===== config.mk =====
export PLATFORM = sky130hd
export DESIGN_NAME = avalon_sdram_controller
export DESIGN_NICKNAME = d
export VERILOG_FILES = /design/src/rtl/sdram_pkg.sv /design/src/rtl/sdram_refresh_timer.sv /design/src/rtl/avalon_sdram_controller.sv
export SDC_FILE = /design/constraint.sdc
export NUM_CORES = 1
export LEC_CHECK = 0
export BUFFER_PORTS_ARGS = -buffer_cell sky130_fd_sc_hd__buf_2
export CORE_MARGIN = 1
export CORE_UTILIZATION = 33
export CTS_BUF_LIST = sky130_fd_sc_hd__clkbuf_8 sky130_fd_sc_hd__clkbuf_16
export DETAILED_ROUTE_END_ITERATION = 8
export PLACE_DENSITY = 0.61
export SLEW_MARGIN = 25
export SYNTH_ARGS = -nofsm -noshare
export SYNTH_HDL_FRONTEND = slang
export SYNTH_SLANG_ARGS = --single-unit

===== constraint.sdc =====
create_clock -name clk -period 4.3 [get_ports clk]
set_input_delay 0.215 -clock clk [delete_from_list [all_inputs] [get_ports clk]]
set_output_delay 0.215 -clock clk [all_outputs]
set_load 0.1 [all_outputs]

===== src/rtl/sdram_pkg.sv =====
`timescale 1ns/1ps
// Shared SDRAM controller definitions: command encodings, FSM states,
// device timing constants and the mode-register helper.
package sdram_pkg;

  typedef enum logic [3:0] {
    CMD_MRS = 4'b0000,
    CMD_REF = 4'b0001,
    CMD_PRE = 4'b0010,
    CMD_ACT = 4'b0011,
    CMD_WR  = 4'b0100,
    CMD_RD  = 4'b0101,
    CMD_NOP = 4'b0111
  } sdram_cmd_e;

  typedef enum logic [3:0] {
    INIT_WAIT,
    INIT_PRE,
    INIT_REF,
    INIT_MRS,
    IDLE,
    ACTIVATE,
    RW,
    READ_WAIT,
    RECOVER,
    REFRESH
  } sdram_state_e;

  localparam int tRCD = 2;
  localparam int tRP  = 2;
  localparam int tRFC = 7;
  localparam int tMRD = 2;
  localparam int tWR  = 2;

  // Burst length 1, sequential, burst writes; only the CAS field varies.
  function automatic logic [12:0] mode_word(input int cas_latency);
    return (cas_latency == 3) ? 13'h030 : 13'h020;
  endfunction

endpackage


===== src/rtl/sdram_refresh_timer.sv =====
`timescale 1ns/1ps
// Free-running auto-refresh interval counter; raises refresh_pending every
// REFRESH_INTERVAL enabled cycles and holds it until the controller clears it.
module sdram_refresh_timer #(
  parameter int REFRESH_INTERVAL = 780
) (
  input  logic clk,
  input  logic reset,
  input  logic enable,
  input  logic clear,
  output logic refresh_pending
);

  localparam int CW = $clog2(REFRESH_INTERVAL + 1);

  logic [CW-1:0] count_q, count_d;
  logic          pending_q, pending_d;
  logic          expire;

  always_comb begin
    count_d = count_q;
    expire  = 1'b0;
    if (!enable) begin
      count_d = '0;
    end else if (count_q == CW'(REFRESH_INTERVAL - 1)) begin
      count_d = '0;
      expire  = 1'b1;
    end else begin
      count_d = count_q + 1'b1;
    end
    pending_d = expire | (pending_q & ~clear);
  end

  always_ff @(posedge clk) begin
    if (reset) begin
      count_q   <= '0;
      pending_q <= 1'b0;
    end else begin
      count_q   <= count_d;
      pending_q <= pending_d;
    end
  end

  assign refresh_pending = pending_q;

endmodule


===== src/rtl/avalon_sdram_controller.sv =====
`timescale 1ns/1ps
// Single-word Avalon-MM to SDR SDRAM controller: power-up init, one access at a
// time with auto-precharge, and periodic auto-refresh. All SDRAM pins are registered.
module avalon_sdram_controller
  import sdram_pkg::*;
#(
  parameter int CAS_LATENCY      = 2,
  parameter int INIT_CYCLES      = 10000,
  parameter int REFRESH_INTERVAL = 780
) (
  input  logic        clk,
  input  logic        reset,
  input  logic        avs_read,
  input  logic        avs_write,
  input  logic [24:0] avs_address,
  input  logic [1:0]  avs_byteenable,
  input  logic [15:0] avs_writedata,
  output logic        avs_waitrequest,
  output logic        avs_readdatavalid,
  output logic [15:0] avs_readdata,
  output logic        sdram_cs_n,
  output logic        sdram_ras_n,
  output logic        sdram_cas_n,
  output logic        sdram_we_n,
  output logic [12:0] sdram_addr,
  output logic [1:0]  sdram_ba,
  output logic [1:0]  sdram_dqm,
  output logic        sdram_cke,
  input  logic [15:0] sdram_dq_read,
  output logic [15:0] sdram_dq_write,
  output logic        sdram_dq_en
);

  localparam int CNT_W = $clog2(INIT_CYCLES + 64);

  sdram_state_e state_q, state_d;
  logic [CNT_W-1:0] cnt_q, cnt_d;
  logic        ref_idx_q, ref_idx_d;
  logic        is_write_q, is_write_d;
  logic [24:0] req_addr_q, req_addr_d;
  logic [15:0] wdata_q, wdata_d;
  logic [1:0]  be_q, be_d;

  sdram_cmd_e  cmd_q, cmd_d;
  logic [12:0] addr_q, addr_d;
  logic [1:0]  ba_q, ba_d;
  logic [1:0]  dqm_q, dqm_d;
  logic [15:0] dq_write_q, dq_write_d;
  logic        dq_en_q, dq_en_d;
  logic [15:0] rdata_q, rdata_d;
  logic        rvalid_q, rvalid_d;

  logic refresh_pending;
  logic refresh_clear;
  logic timer_en;
  logic accept;

  sdram_refresh_timer #(
    .REFRESH_INTERVAL(REFRESH_INTERVAL)
  ) u_refresh_timer (
    .clk            (clk),
    .reset          (reset),
    .enable         (timer_en),
    .clear          (refresh_clear),
    .refresh_pending(refresh_pending)
  );

  assign avs_waitrequest = reset | (state_q != IDLE) | refresh_pending;
  assign accept          = (avs_read | avs_write) & ~avs_waitrequest;

  always_comb begin
    state_d       = state_q;
    cnt_d         = cnt_q;
    ref_idx_d     = ref_idx_q;
    is_write_d    = is_write_q;
    req_addr_d    = req_addr_q;
    wdata_d       = wdata_q;
    be_d          = be_q;
    cmd_d         = CMD_NOP;
    addr_d        = addr_q;
    ba_d          = ba_q;
    dqm_d         = 2'b11;
    dq_write_d    = dq_write_q;
    dq_en_d       = 1'b0;
    rdata_d       = rdata_q;
    rvalid_d      = 1'b0;
    refresh_clear = 1'b0;
    timer_en      = 1'b1;

    case (state_q)
      INIT_WAIT: begin
        timer_en = 1'b0;
        if (cnt_q == CNT_W'(INIT_CYCLES - 1)) begin
          cmd_d   = CMD_PRE;
          addr_d  = 13'h0400;
          cnt_d   = CNT_W'(tRP - 1);
          state_d = INIT_PRE;
        end else begin
          cnt_d = cnt_q + 1'b1;
        end
      end
      INIT_PRE: begin
        timer_en = 1'b0;
        if (cnt_q == '0) begin
          cmd_d     = CMD_REF;
          cnt_d     = CNT_W'(tRFC - 1);
          ref_idx_d = 1'b0;
          state_d   = INIT_REF;
        end else begin
          cnt_d = cnt_q - 1'b1;
        end
      end
      INIT_REF: begin
        timer_en = 1'b0;
        if (cnt_q != '0) begin
          cnt_d = cnt_q - 1'b1;
        end else if (!ref_idx_q) begin
          cmd_d     = CMD_REF;
          cnt_d     = CNT_W'(tRFC - 1);
          ref_idx_d = 1'b1;
        end else begin
          cmd_d   = CMD_MRS;
          addr_d  = mode_word(CAS_LATENCY);
          ba_d    = 2'b00;
          cnt_d   = CNT_W'(tMRD - 1);
          state_d = INIT_MRS;
        end
      end
      INIT_MRS: begin
        timer_en = 1'b0;
        if (cnt_q == '0) state_d = IDLE;
        else             cnt_d   = cnt_q - 1'b1;
      end
      IDLE: begin
        // Refresh always wins over a new request; waitrequest is already high.
        if (refresh_pending) begin
          cmd_d         = CMD_REF;
          refresh_clear = 1'b1;
          cnt_d         = CNT_W'(tRFC - 1);
          state_d       = REFRESH;
        end else if (accept) begin
          cmd_d      = CMD_ACT;
          addr_d     = avs_address[22:10];
          ba_d       = avs_address[24:23];
          is_write_d = avs_write;
          req_addr_d = avs_address;
          wdata_d    = avs_writedata;
          be_d       = avs_byteenable;
          cnt_d      = CNT_W'(tRCD - 2);
          state_d    = ACTIVATE;
        end
      end
      ACTIVATE: begin
        if (cnt_q == '0) state_d = RW;
        else             cnt_d   = cnt_q - 1'b1;
      end
      RW: begin
        addr_d = {2'b00, 1'b1, req_addr_q[9:0]};
        ba_d   = req_addr_q[24:23];
        if (is_write_q) begin
          cmd_d      = CMD_WR;
          dq_en_d    = 1'b1;
          dq_write_d = wdata_q;
          dqm_d      = ~be_q;
          cnt_d      = CNT_W'(tWR + tRP - 1);
          state_d    = RECOVER;
        end else begin
          cmd_d   = CMD_RD;
          dqm_d   = 2'b00;
          cnt_d   = CNT_W'(CAS_LATENCY);
          state_d = READ_WAIT;
        end
      end
      READ_WAIT: begin
        dqm_d = 2'b00;
        if (cnt_q == '0) begin
          rdata_d  = sdram_dq_read;
          rvalid_d = 1'b1;
          cnt_d    = CNT_W'(tRP - 1);
          state_d  = RECOVER;
        end else begin
          cnt_d = cnt_q - 1'b1;
        end
      end
      RECOVER, REFRESH: begin
        if (cnt_q == '0) state_d = IDLE;
        else             cnt_d   = cnt_q - 1'b1;
      end
      default: begin
        cnt_d   = '0;
        state_d = INIT_WAIT;
      end
    endcase
  end

  always_ff @(posedge clk) begin
    if (reset) begin
      state_q    <= INIT_WAIT;
      cnt_q      <= '0;
      ref_idx_q  <= 1'b0;
      is_write_q <= 1'b0;
      req_addr_q <= '0;
      wdata_q    <= '0;
      be_q       <= '0;
      cmd_q      <= CMD_NOP;
      addr_q     <= '0;
      ba_q       <= '0;
      dqm_q      <= 2'b11;
      dq_write_q <= '0;
      dq_en_q    <= 1'b0;
      rdata_q    <= '0;
      rvalid_q   <= 1'b0;
    end else begin
      state_q    <= state_d;
      cnt_q      <= cnt_d;
      ref_idx_q  <= ref_idx_d;
      is_write_q <= is_write_d;
      req_addr_q <= req_addr_d;
      wdata_q    <= wdata_d;
      be_q       <= be_d;
      cmd_q      <= cmd_d;
      addr_q     <= addr_d;
      ba_q       <= ba_d;
      dqm_q      <= dqm_d;
      dq_write_q <= dq_write_d;
      dq_en_q    <= dq_en_d;
      rdata_q    <= rdata_d;
      rvalid_q   <= rvalid_d;
    end
  end

  assign {sdram_cs_n, sdram_ras_n, sdram_cas_n, sdram_we_n} = cmd_q;
  assign sdram_addr        = addr_q;
  assign sdram_ba          = ba_q;
  assign sdram_dqm         = dqm_q;
  assign sdram_dq_write    = dq_write_q;
  assign sdram_dq_en       = dq_en_q;
  assign sdram_cke         = 1'b1;
  assign avs_readdata      = rdata_q;
  assign avs_readdatavalid = rvalid_q;

endmodule


# Yosys cells after proc, flatten, opt, wreduce, memory -nomap -nowiden

Cells that the tools add are included.

Register bits: 129
Input port bits: 63
Output and inout bits: 57
Logic and storage cells: 126

Add/sub/neg operators: 3
Equality and inequality tests: 23
Mux-type cells: 51
Bitwise gates (word level): 12
Reduce and logical (&&, ||, !) cells: 20

Operator list:

| kind                                                                  | count |
|---|---|
| 14-bit two-way mux                                                    | 7 |
| 14-bit case mux with 7 select lines                                   | 1 |
| 13-bit two-way mux                                                    | 5 |
| 13-bit case mux with 4 select lines                                   | 1 |
| 4-bit two-way mux                                                     | 10 |
| 4-bit case mux with 8 select lines                                    | 1 |
| 3-bit two-way mux                                                     | 6 |
| 2-bit != test (second input constant)                                 | 9 |
| 4-bit by 3-bit == test with 1-bit output (second input constant)      | 4 |
| 3-bit case mux with 5 select lines                                    | 1 |
| 14-bit by 1-bit adder with 14-bit output (second input constant)      | 1 |
| 14-bit == test (second input constant)                                | 1 |
| 14-bit zero test                                                      | 1 |
| 14-bit nonzero test                                                   | 1 |
| 14-bit by 1-bit subtractor with 14-bit output (second input constant) | 1 |
| 1-bit two-way mux                                                     | 11 |
| 10-bit by 1-bit adder with 10-bit output (second input constant)      | 1 |
| 10-bit == test (second input constant)                                | 1 |
| 2-bit two-way mux                                                     | 5 |
| 4-bit by 2-bit == test with 1-bit output (second input constant)      | 2 |
| 4-bit == test (second input constant)                                 | 2 |
| 8-bit AND reduction                                                   | 1 |
| 4-bit OR reduction                                                    | 2 |
| 2-bit case mux with 3 select lines                                    | 1 |
| 21 further kinds                                                      | 33 |

# Logic depth before layout (Yosys ltp)

Gate-level depths: netlist of the first run.

Word-level depth: 8
Depth in mapped cells: 9
Mapped depth without buffers: 8

# Hierarchy

A second synthesis of the first run with hierarchy kept.

Cells, all modules: 690
Area, all modules: 5,474.0 um^2

Modules (own cells, without submodules):

| module                  | instances | cells an instance | area an instance (um^2) | seq. area each (um^2) |
|---|---|---|---|---|
| avalon_sdram_controller | 1         | 638               | 4,983.5                 | 2,082.0 |
| sdram_refresh_timer     | 1         | 52                | 490.5                   | 220.2 |

# Worst setup path after synthesis of the first run

OpenSTA, ideal clock, no wires.

Kind: register to register
Start: register cnt_q[0]
End: register addr_q[9], in the netlist sdram_addr[9]
Setup time: 70 ps
Arrival: 2,402 ps
Required time: 4,230 ps
Slack: 1,828 ps
Cell stages (with the launch flop): 10
Path buffers: 1
Period minus slack after synthesis: 2,472 ps
Path through: dfxtp_1 inv_1 ha_1 or3b_2 nor4_2 o21ai_0 a21o_1 or2_2 clkbuf_1 o2bb2ai_1

Longest elaborated chain between the ends: 3
Elaborated cells on any way between the ends: 5
Classes of those cells: eq/ne: 3; reduce/logical: 2

RTL lines:

| element                                                      | line                                                          | source |
|---|---|---|
| start: declaration                                           | avalon_sdram_controller.sv:37                                 | `logic [CNT_W-1:0] cnt_q, cnt_d;` |
| start signal: assignment                                     | avalon_sdram_controller.sv:215                                | `cnt_q <= cnt_d;` |
| 14-bit == test / 14-bit nonzero test (equally long branches) | avalon_sdram_controller.sv:93, avalon_sdram_controller.sv:115 |  |
| 2-bit != test (no line)                                      | n/a                                                           |  |
| 6-bit AND reduction (no line) (*)                            | n/a                                                           |  |
| end signal: assignment                                       | avalon_sdram_controller.sv:222                                | `addr_q <= addr_d;` |
| end: declaration                                             | avalon_sdram_controller.sv:45                                 | `logic [12:0] addr_q, addr_d;` |

Mark *: on every way between the ends. The rest lies on a longest branch, timed or not.
A chain may end at the register's enable or synchronous reset.

# Worst setup path in the final report of the first run

Start: register cnt_q[0]
End: register cnt_q[4]

Longest elaborated chain between the ends: 3
Elaborated cells on any way between the ends: 13
Classes of those cells: add/sub: 2; eq/ne: 2; mux: 6; reduce/logical: 3

RTL lines:

| element                                                                           | line |
|---|---|
| 14-bit by 1-bit subtractor with 14-bit output (tied with other cells)             | n/a |
| 14-bit two-way mux (tied with other cells)                                        | avalon_sdram_controller.sv:131, avalon_sdram_controller.sv:154, avalon_sdram_controller.sv:186 |
| 14-bit case mux with 7 select lines / 2-bit AND reduction (equally long branches) | n/a |

Parallel ways exist; a longest one is shown, timed or not. The select of a mux whose other input is x is not followed.

==> flow_metrics.py, run 1 <==
metrics = {
    "clocking": {
        "clock_path_buffers": 2,
        "ctsRootBufferMaster": "sky130_fd_sc_hd__clkbuf_16",
        "cts_htree_levels": 4,
        "clock_insertion_delay_worst_skew_ns": 0.41,
        "cts_buffers": 17,
        "cts_tree": "done",
        "cts_clk_pin_slew_worst_paths_ns": 0.05,
        "post_cts.resized_instances": 0,
        "postCtsSetupRepairBufs": 0,
        "cts.sink_count": 115,
    },
    "placement": {
        "placement.io_buffers": 117,
        "place_hpwl_mm": 9.35,
        "number_of_cells_after_detailed_placement": 965,
        "worst_setup_timing_slack_at_the_placement_stage_ns": 1.19,
        "gpl.final_weighted_congestion": 0.867,
    },
    "cells_and_area": {
        "utilization_pct": 43.1,
        "final_layout_size_suffix_gt1_share_pct": 21.0,
        "finish.net_count": 853,
        "syn_to_final_growth_pct": 27.8,
        "filler_instances": 1632,
        "finished_layout_cells": 1015,
        "n_diodes": 0,
    },
    "yosys": {
        "postSynthAreaPerCell_um2": 7.95,
        "synth.largest_area_cell": "sky130_fd_sc_hd__dfxtp_1",
        "synth-seq-cells": 115,
        "synth-main-ff-cell": "sky130_fd_sc_hd__dfxtp_1",
        "synth-async-reset-ratio_pct": 0,
        "synth_sequential_area_ratio_pct": 43.1,
        "synthDominantCellAreaShare_pct": 43.1,
        "synth_warnings": 0,
        "postSynthCellCount": 672,
        "synth.top_cells.by_area": "sky130_fd_sc_hd__dfxtp_1, sky130_fd_sc_hd__nand2_1, sky130_fd_sc_hd__a21oi_1",
        "synthDistinctLibCells": 67,
        "synthesis.nets": 738,
        "synthesis.area_um2": 5340,
        "synth-edff-count": 0,
    },
    "global_routing": {
        "grt_first_pass_wirelength_mm": 23.4,
        "grt_max_degree": 95,
        "total_grt_usage_pct": 17.8,
        "gr_layer_usage_met1_pct": 22.7,
        "gr-max-usage-layer": "met2",
        "met2_track_demand_over_resource_in_global_routing_pct": 27.1,
        "first_global_vias": 4706,
        "met3_usage_pct": 5.66,
        "initial_antenna_violation_count": 0,
        "global_route_total_overflow": 0,
    },
    "detailed_routing": {
        "drc_errors": 0,
        "routed_wl_mm": 14.3,
        "num_vias": 5198,
        "dr.pass1.iters": 5,
        "detail_route.vias_per_cell": 5.12,
        "drt.antenna.violating_nets": 0,
        "avgRoutedWirePerCell_um": 14.1,
        "drt_iter0_drc": 396,
    },
    "run": {
        "timing.max_cap.violations": 0,
    },
    "floorplanning": {
        "rows": 46,
        "die_height_um": 129,
        "floorplan.die_area_um2": 16700,
        "initial_core_util_pct": 33.7,
        "die_boundary_width_um": 129,
        "num_io_pins": 120,
        "core_um2": 15800,
    },
    "timing": {
        "post_route_setup_slack_ns": 1.13,
        "max-slew-margin-rel_pct": 39.1,
        "finalCritPeriodShare_pct": 73.8,
        "number_of_pins_exceeding_their_max_slew_limit_in_the_final_report": 0,
        "final.min_clock_period_ns": 3.17,
        "finClkSkew_ns": 0.0113,
        "setup_total_negative_slack_ns": 0,
        "finalHoldViolations": 0,
        "rsz0062_at_grt": "false",
        "max_slew.worst_pin.slew_ns": 0.914,
        "setup_viol": 0,
        "max_freq_ghz": 0.315,
    },
    "setup_path": {
        "cp.required_ns": 4.58,
        "worstSetupEndpointType": "flop",
        "crit-reg2reg-capture": "cnt_q[4]",
        "worst-path-max-fanout": 10,
        "start_to_end_type_of_the_worst_setup_path": "reg -> reg",
        "cp-start-kind": "flop",
        "r2r_cells": 8,
        "timing.reg2reg.setup_slack_ns": 1.13,
        "worst_ep_arrival_time_ns": 3.46,
        "reg2reg_from": "cnt_q[0]",
    },
    "min_path": {
        "holdPathStages": 3,
        "holdCritPathClass": "in -> reg",
        "worstHoldEndpoint": "wdata_q[15]",
        "hp-start": "avs_writedata[15]",
    },
    "status": {
        "run_status": "completed",
    },
    "power_and_ir_drop": {
        "peakVddDrop_mv": 0.268,
        "cellLeakagePower_nw": 2.59,
        "power.density_nw_per_um2": 473,
    },
}
[power by group]
part | total (mW) | switching [mW] | internal [mW]
logic | 0.698 | 0.457 | 0.241
clock network | 1.34 | 0.476 | 0.869
registers | 1.19 | 0.0778 | 1.11
[layout by cell type (no fill, tap or decap), drive strengths merged, types with 4 or more instances in the layout]
cell type    netlist  routed
a21o               5       5
a21oi             61      61
a22oi             13      13
and3               5       5
buf                9     122
clkbuf            36      19
clkinv             1       7
dfxtp            115     115
dlygate4sd3        0      19
inv                8      10
nand2            125     125
nand2b            37      37
nand3             12      12
nand4              6       6
nor2              46      46
nor2b              6       6
nor3              23      23
nor3b              4       4
nor4               4       4
nor4b              4       4
o21a               4       4
o21ai             53      53
o22ai              6       6
o2bb2ai            9       9
or2                4       4
or3                6       6
xnor2              5       5
xor2               7       7
[flip-flops by register name (all words and copies together), names as in the netlist, 2 cells and up]
register                 flops
cnt_q                       14
avs_readdata                16
sdram_ba                     2
wdata_q                     16
sdram_addr                  13
u_refresh_timer.count_q     10
sdram_dqm                    2
be_q                         2
req_addr_q                  12
cmd_q                        3
sdram_dq_write              16
state_q                      4
[how the worst max path moves through the flow]
stage / from / end / slack (ns) / cells after the start
after floorplan: cnt_q[0] / sdram_addr[9] / 1.83 / 9
after global placement: cnt_q[0] / sdram_addr[6] / 1.33 / 8
after detailed placement: cnt_q[0] / cnt_q[4] / 1.19 / 8
after CTS: cnt_q[0] / cnt_q[4] / 1.17 / 8
after global routing: cnt_q[0] / cnt_q[4] / 0.94 / 8
final: cnt_q[0] / cnt_q[4] / 1.13 / 8
[through the flow]
stage          power (mW)  hold slack (ns)  cell area, um^2
2_1_floorplan        1.72            0.324             5340
3_3_place_gp         1.88            0.405             6060
3_5_place_dp         1.88            0.415             6060
4_1_cts              3.25          0.00278             6820
5_1_grt              3.40           0.0268             6830
6_report             3.23           0.0152             6830
[timing repair]
| action | 4_1_cts | 5_1_grt |
|---|---|---|
| endpoints found under the setup margin | 0 | 0 |
| hold buffers | 19 | 0 |
| endpoints found under the hold margin | 19 | 0 |
[Yosys cell counts (6+ instances only)]
master and n:
sky130_fd_sc_hd__a21oi_1 61, sky130_fd_sc_hd__a22oi_1 13, sky130_fd_sc_hd__clkbuf_1 36, sky130_fd_sc_hd__dfxtp_1 115, sky130_fd_sc_hd__inv_1 8, sky130_fd_sc_hd__nand2_1 125
sky130_fd_sc_hd__nand2b_1 37, sky130_fd_sc_hd__nand3_1 12, sky130_fd_sc_hd__nand4_1 6, sky130_fd_sc_hd__nor2_1 46, sky130_fd_sc_hd__nor2b_1 6, sky130_fd_sc_hd__nor3_1 22
sky130_fd_sc_hd__o21ai_0 53, sky130_fd_sc_hd__o22ai_1 6, sky130_fd_sc_hd__o2bb2ai_1 9, sky130_fd_sc_hd__or3_1 6, sky130_fd_sc_hd__xor2_1 7
[metal layers]
layer,part of all wire [%],vias to the layer above
li1,-,2596
met1,44,2404
met2,46,172
met3,7.0,26
met4,2.1,0
met5,0,-
[final cells by class]
class                   count  area (um^2)  share of cell area, %
clock buffers              19          453                   6.63
repair buffers            141          813                   11.9
clock inverters            12          116                   1.70
flip-flops and latches    115         2300                   33.7
multi-input cells         503         2840                   41.6
inverters                   9         33.8                  0.495
well taps                 216          270                   3.96
[critical path, stage by stage (launching register included)]
cell                       delay (ns)
sky130_fd_sc_hd__dfxtp_1         0.39
sky130_fd_sc_hd__inv_1           0.15
sky130_fd_sc_hd__ha_1            0.26
sky130_fd_sc_hd__nor3b_1         0.45
sky130_fd_sc_hd__nand4_1         0.47
sky130_fd_sc_hd__o21ai_0         0.64
sky130_fd_sc_hd__nor3_2          0.23
sky130_fd_sc_hd__a311oi_1        0.34
sky130_fd_sc_hd__mux2i_1         0.11
[logic make-up (layout without fill, tap and decap cells)]
logic type | count (synthesis) | after routing | share of synthesized area, %
buffers and inverters | 54 | 181 | 4.17
other | 2 | 2 | 0.141
DFF | 115 | 115 | 43.1
and+or+nand+nor | 296 | 296 | 27.4
xor gates and xnor gates | 12 | 12 | 1.97
muxes | 3 | 3 | 0.562
adders and majority gates | 4 | 4 | 0.890
AOI/OAI and AO/OA | 186 | 186 | 21.8
No activity file was read; power rests on OpenSTA's default activity.
==> inputs of run 2 (changes only) <==
--- a/config.mk
+++ b/config.mk
@@ -10,7 +10,7 @@
 export CORE_UTILIZATION = 33
 export CTS_BUF_LIST = sky130_fd_sc_hd__clkbuf_8 sky130_fd_sc_hd__clkbuf_16
 export DETAILED_ROUTE_END_ITERATION = 8
-export PLACE_DENSITY = 0.61
+export PLACE_DENSITY = 0.63
 export SLEW_MARGIN = 25
 export SYNTH_ARGS = -nofsm -noshare
 export SYNTH_HDL_FRONTEND = slang
==> constraint.sdc (replaced) <==
create_clock -name clk -period 2.9 [get_ports clk]
set_input_delay 0.145 -clock clk [delete_from_list [all_inputs] [get_ports clk]]
set_output_delay 0.145 -clock clk [all_outputs]
set_load 0.1 [all_outputs]
==> flow_metrics.py, run 2 (synthesis gave the netlist of run 1 again) <==
metrics = {
    "setup_path": {
        "start_to_end_type_of_the_worst_setup_path": "reg -> reg",
        "cp-start-kind": "flop",
        "worst_ep_arrival_time_ns": 2.97,
        "worstSetupEndpointType": "flop",
        "worst-path-max-fanout": 9,
        "cp.required_ns": 3.24,
    },
    "global_routing": {
        "first_global_vias": 4793,
        "global_route_total_overflow": 0,
        "total_grt_usage_pct": 17.9,
        "grt_first_pass_wirelength_mm": 23.6,
        "initial_antenna_violation_count": 1,
        "grt_max_degree": 75,
    },
    "timing": {
        "setup_viol": 0,
        "finalHoldWorstSlack_ns": 0.0269,
        "final.min_clock_period_ns": 2.63,
        "finalCritPeriodShare_pct": 90.7,
        "number_of_pins_exceeding_their_max_slew_limit_in_the_final_report": 0,
        "finalHoldViolations": 0,
        "rsz0062_at_grt": "false",
        "max_freq_ghz": 0.380,
        "finClkSkew_ns": 0.00940,
        "post_route_setup_slack_ns": 0.269,
        "max-slew-margin-rel_pct": 51.9,
        "setup_total_negative_slack_ns": 0,
        "max_slew.worst_pin.slew_ns": 0.711,
    },
    "detailed_routing": {
        "routed-wl-met3_um": 872,
        "met2RoutedLength_mm": 6.88,
        "detail_route.vias_per_cell": 5.00,
        "dr.pass1.iters": 5,
        "avgRoutedWirePerCell_um": 14.0,
        "routed_wl_mm": 14.9,
        "drt_iter0_drc": 441,
        "drt.antenna.violating_nets": 0,
        "topRoutingLayerUsed": "met5",
        "drc_errors": 0,
        "routedLengthMet1_mm": 6.84,
        "num_vias": 5317,
    },
    "placement": {
        "placed_cell_area_um2": 6200,
        "place_hpwl_mm": 9.69,
        "placement.io_buffers": 117,
        "worst_setup_timing_slack_at_the_placement_stage_ns": 0.282,
        "number_of_cells_after_detailed_placement": 982,
        "gpl.final_weighted_congestion": 0.908,
    },
    "cells_and_area": {
        "final_cell_mix": "sky130_fd_sc_hd__nand2_1, sky130_fd_sc_hd__buf_2, sky130_fd_sc_hd__dfxtp_1",
        "finish.net_count": 900,
        "finished_layout_cells": 1063,
        "mostFrequentLayoutCell": "sky130_fd_sc_hd__nand2_1",
        "syn_to_final_growth_pct": 37.5,
        "filler_instances": 1545,
        "utilization_pct": 46.4,
        "n_diodes": 0,
        "final_layout_size_suffix_gt1_share_pct": 21.8,
        "layout.cell_area.non_filler_um2": 7340,
    },
    "floorplanning": {
        "die_height_um": 129,
        "num_io_pins": 120,
        "core_um2": 15800,
        "initial_core_util_pct": 33.7,
        "floorplan.die_area_um2": 16700,
        "die_boundary_width_um": 129,
        "rows": 46,
    },
    "clocking": {
        "ctsRootBufferMaster": "sky130_fd_sc_hd__clkbuf_16",
        "clock_insertion_delay_worst_skew_ns": 0.41,
        "cts.sink_count": 115,
        "cts_htree_levels": 4,
        "cts_tree": "done",
        "cts_buffers": 17,
        "clock_path_buffers": 2,
        "cts_clk_pin_slew_worst_paths_ns": 0.06,
    },
    "power_and_ir_drop": {
        "sw_frac_of_total_pct": 29.5,
        "power_frac_clock_pct": 44.3,
        "power.share.sequential_pct": 33.7,
        "power.combinational.fraction_pct": 21.9,
        "post-layout-total-power_mw": 5.13,
        "cellLeakagePower_nw": 2.85,
        "power_switching_mw": 1.51,
        "cell_internal_pwr_mw": 3.61,
        "peakVddDrop_mv": 0.441,
        "power.density_nw_per_um2": 698,
    },
    "status": {
        "run_status": "completed",
    },
    "min_path": {
        "holdCritPathClass": "in -> reg",
    },
    "run": {
        "timing.max_cap.violations": 0,
    },
}
## run 2: changes by cell type in the layout (fill, tap and decap cells not counted)
cell / before / now
sky130_fd_sc_hd__buf_12: 0 / 1
sky130_fd_sc_hd__clkbuf_8: 2 / 5
sky130_fd_sc_hd__dlygate4sd3_1: 19 / 49
sky130_fd_sc_hd__clkinv_2: 5 / 2
sky130_fd_sc_hd__nor3_1: 19 / 20
sky130_fd_sc_hd__bufinv_16: 2 / 4
sky130_fd_sc_hd__clkinvlp_4: 2 / 1
sky130_fd_sc_hd__buf_4: 5 / 21
sky130_fd_sc_hd__nor3_4: 1 / 0
sky130_fd_sc_hd__nor4_4: 1 / 2
sky130_fd_sc_hd__nor4_2: 1 / 0
## run 2: final cells by class
type	count	area [um^2]	share of cell area [%]
multi-input combinational	503	2840	38.6
sequential	115	2300	31.4
timing repair buffer	188	1250	17.1
clock buffer	22	494	6.73
tap	216	270	3.68
clock inverter	10	154	2.10
inverter	9	33.8	0.460
## run 2: worst max-delay path: stages (launching register included)
cell	delay [ns]
sky130_fd_sc_hd__dfxtp_1	0.36
sky130_fd_sc_hd__inv_1	0.08
sky130_fd_sc_hd__ha_1	0.25
sky130_fd_sc_hd__or3b_2	0.54
sky130_fd_sc_hd__nor4_4	0.39
sky130_fd_sc_hd__o21ai_0	0.15
sky130_fd_sc_hd__a21o_1	0.24
sky130_fd_sc_hd__or2_2	0.38
sky130_fd_sc_hd__o2bb2ai_1	0.16
## run 2: layer usage
metal  vias to the layer above  global-route usage, %
met5                         -                      0
met4                         2                   7.82
met3                        27                   4.91
met2                       169                   28.0
met1                      2430                   23.2
li1                       2689                      -
## run 2: path summary, 6_finish.rpt
kind | from | to | slack, ns | depth (start not counted)
hold / removal | avs_address[19] | sdram_addr[9] | 0.03 | 3
setup reg to reg | cnt_q[1] | sdram_addr[7] | 0.27 | 8
setup / recovery | cnt_q[1] | sdram_addr[7] | 0.27 | 8
hold reg to reg | sdram_dq_write[0] | sdram_dq_write[0] | 0.45 | 2
## run 2: power groups by stage
| stage | Clock, mW | Combinational, mW | Sequential, mW |
|---|---|---|---|
| floorplan | 0 | 0.738 | 1.81 |
| global placement | 0 | 1.04 | 1.76 |
| detailed placement | 0 | 1.04 | 1.76 |
| CTS | 2.32 | 1.10 | 1.73 |
| global route | 2.39 | 1.22 | 1.74 |
| finish | 2.27 | 1.12 | 1.73 |
## run 2: repair_timing
item	in CTS	in global routing
buffers inserted	0	0
gates resized for setup	0	1
hold endpoints to repair	49	0
hold buffers	49	0
endpoints found under the setup margin	0	2
==> inputs of run 3 (changes only) <==
--- a/config.mk
+++ b/config.mk
@@ -10,7 +10,7 @@
 export CORE_UTILIZATION = 33
 export CTS_BUF_LIST = sky130_fd_sc_hd__clkbuf_8 sky130_fd_sc_hd__clkbuf_16
 export DETAILED_ROUTE_END_ITERATION = 8
-export PLACE_DENSITY = 0.63
+export PLACE_DENSITY = 0.61
 export SLEW_MARGIN = 25
 export SYNTH_ARGS = -nofsm -noshare
 export SYNTH_HDL_FRONTEND = slang
==> constraint.sdc (replaced) <==
create_clock -name clk -period 3.24 [get_ports clk]
set_input_delay 0.162 -clock clk [delete_from_list [all_inputs] [get_ports clk]]
set_output_delay 0.162 -clock clk [all_outputs]
set_load 0.1 [all_outputs]
==> flow_metrics.py, run 3 (synthesis gave the netlist of run 1 again) <==
metrics = {
    "timing": {
        "setup_total_negative_slack_ns": 0,
        "setup_viol": 0,
        "finClkSkew_ns": 0.0114,
        "max_freq_ghz": 0.345,
        "post_route_setup_slack_ns": 0.340,
        "rsz0062_at_grt": "false",
        "finalCritPeriodShare_pct": 89.5,
        "number_of_pins_exceeding_their_max_slew_limit_in_the_final_report": 0,
        "max_slew.worst_pin.slew_ns": 0.722,
        "finalHoldViolations": 0,
        "finalHoldWorstSlack_ns": 0.0200,
        "final.min_clock_period_ns": 2.90,
        "max-slew-margin-rel_pct": 51.2,
    },
    "setup_path": {
        "start_to_end_type_of_the_worst_setup_path": "reg -> reg",
        "worstSetupEndpointType": "flop",
        "r2r_cells": 8,
        "worst_ep_arrival_time_ns": 3.24,
        "crit-reg2reg-capture": "sdram_addr[9]",
        "reg2reg_from": "cnt_q[0]",
        "cp-start-kind": "flop",
        "max_stage_delay_cell_worst_path": "sky130_fd_sc_hd__nor4_2",
        "critical_path.cell_chain": "inv_1 -> ha_1 -> or3b_2 -> nor4_2 -> o21ai_0 -> a21o_1 -> or2_2 -> o2bb2ai_1",
        "setup_crit_start": "cnt_q[0]",
        "slowest_delay_ns": 0.55,
        "timing.reg2reg.setup_slack_ns": 0.34,
        "cp.required_ns": 3.58,
        "worst-path-max-fanout": 9,
    },
    "detailed_routing": {
        "detail_route.vias_per_cell": 5.04,
        "dr.pass1.iters": 5,
        "drt_iter0_drc": 395,
        "avgRoutedWirePerCell_um": 14.4,
        "num_vias": 5315,
        "drt.antenna.violating_nets": 0,
        "drc_errors": 0,
        "routed_wl_mm": 15.1,
    },
    "clocking": {
        "cts_tree": "done",
        "cts_clk_pin_slew_worst_paths_ns": 0.06,
        "clock_path_buffers": 2,
        "ctsRootBufferMaster": "sky130_fd_sc_hd__clkbuf_16",
        "cts_buffers": 17,
        "postCtsSetupRepairBufs": 0,
        "cts_htree_levels": 4,
        "clock_insertion_delay_worst_skew_ns": 0.42,
        "post_cts.resized_instances": 0,
        "cts.sink_count": 115,
    },
    "min_path": {
        "holdPathStages": 3,
        "hp-start": "avs_address[22]",
        "holdCritPathClass": "in -> reg",
        "worstHoldEndpoint": "sdram_addr[12]",
    },
    "floorplanning": {
        "floorplan.die_area_um2": 16700,
        "num_io_pins": 120,
        "die_height_um": 129,
        "initial_core_util_pct": 33.7,
        "core_um2": 15800,
        "rows": 46,
        "die_boundary_width_um": 129,
    },
    "placement": {
        "placement.io_buffers": 117,
        "gpl.final_weighted_congestion": 0.978,
        "worst_setup_timing_slack_at_the_placement_stage_ns": 0.484,
        "place_hpwl_mm": 9.63,
        "number_of_cells_after_detailed_placement": 977,
    },
    "power_and_ir_drop": {
        "cellLeakagePower_nw": 2.79,
        "power.density_nw_per_um2": 624,
        "post-layout-total-power_mw": 4.52,
        "peakVddDrop_mv": 0.371,
    },
    "cells_and_area": {
        "mostFrequentLayoutCell": "sky130_fd_sc_hd__nand2_1",
        "finished_layout_cells": 1054,
        "final_cell_mix": "sky130_fd_sc_hd__nand2_1, sky130_fd_sc_hd__buf_2, sky130_fd_sc_hd__dfxtp_1",
        "final_layout_size_suffix_gt1_share_pct": 21.5,
        "syn_to_final_growth_pct": 35.8,
        "finish.net_count": 892,
        "n_diodes": 0,
    },
    "global_routing": {
        "grt_max_degree": 74,
        "total_grt_usage_pct": 18.6,
        "global_route_total_overflow": 0,
        "first_global_vias": 4916,
        "initial_antenna_violation_count": 0,
        "grt_first_pass_wirelength_mm": 24.5,
    },
    "run": {
        "timing.max_cap.violations": 0,
    },
    "status": {
        "run_status": "completed",
    },
}
-- run 3: cell types whose count changed in the layout (fill, tap and decap cells not counted), sizes merged --
cell and change:
clkinv -2, clkinvlp +2, dlygate4sd3 -3, inv -1, buf -5
-- run 3: through the flow --
| step | area [um^2] | utilization (%) |
|---|---|---|
| 5_1_grt | 7250 | 45.8 |
| 2_1_floorplan | 5340 | - |
| 3_5_place_dp | 6150 | 38.8 |
| 3_3_place_gp | 6150 | 38.8 |
| 6_report | 7250 | 45.8 |
| 4_1_cts | 7250 | 45.8 |
-- run 3: per-layer routing --
layer	wire, um	part of all wire [%]	track usage (%)
met1	6920	46	24.4
met2	7060	47	28.9
met3	937	6.2	5.00
met4	205	1.4	7.82
met5	0	0	0
-- run 3: where the power goes --
group,total (mW),switching [mW],internal [mW],leakage [nW]
combinational,0.922,0.588,0.334,1.55
sequential,1.57,0.0985,1.47,0.927
clock,2.04,0.655,1.38,0.312
total,4.52,1.34,3.18,2.79
-- run 3: what timing repair did --
item / CTS / global route
hold endpoints to repair: 46 / 0
setup endpoints to repair: 0 / 0
hold buffers: 46 / 0
-- run 3: how the worst max path moves through the flow --
stage                                to  slack, ns  cells after the start
after floorplan           sdram_addr[9]       0.77                      9
after global placement       state_q[3]       0.52                      6
after detailed placement  sdram_addr[6]       0.48                      8
after CTS                 sdram_addr[9]       0.43                      8
after global routing           cnt_q[2]       0.06                      8
final                     sdram_addr[9]       0.34                      8
-- run 3: cell type report --
type | count | area [um^2]
fillers | 1538 | 8580
repair buffers | 180 | 1170
multi-input cells | 503 | 2830
clock inverters | 9 | 151
well taps | 216 | 270
inverters | 9 | 33.8
flip-flops and latches | 115 | 2300
clock buffers | 22 | 494
-- run 3: critical path, delay by kind of cell (launching register included) --
family	cells	cell delay, ns
buffers and inverters	1	0.14
adder cells (fa/ha/maj)	1	0.28
flip-flops	1	0.38
AO/OA/AOI/OAI	3	0.56
AND/OR/NAND/NOR	3	1.45
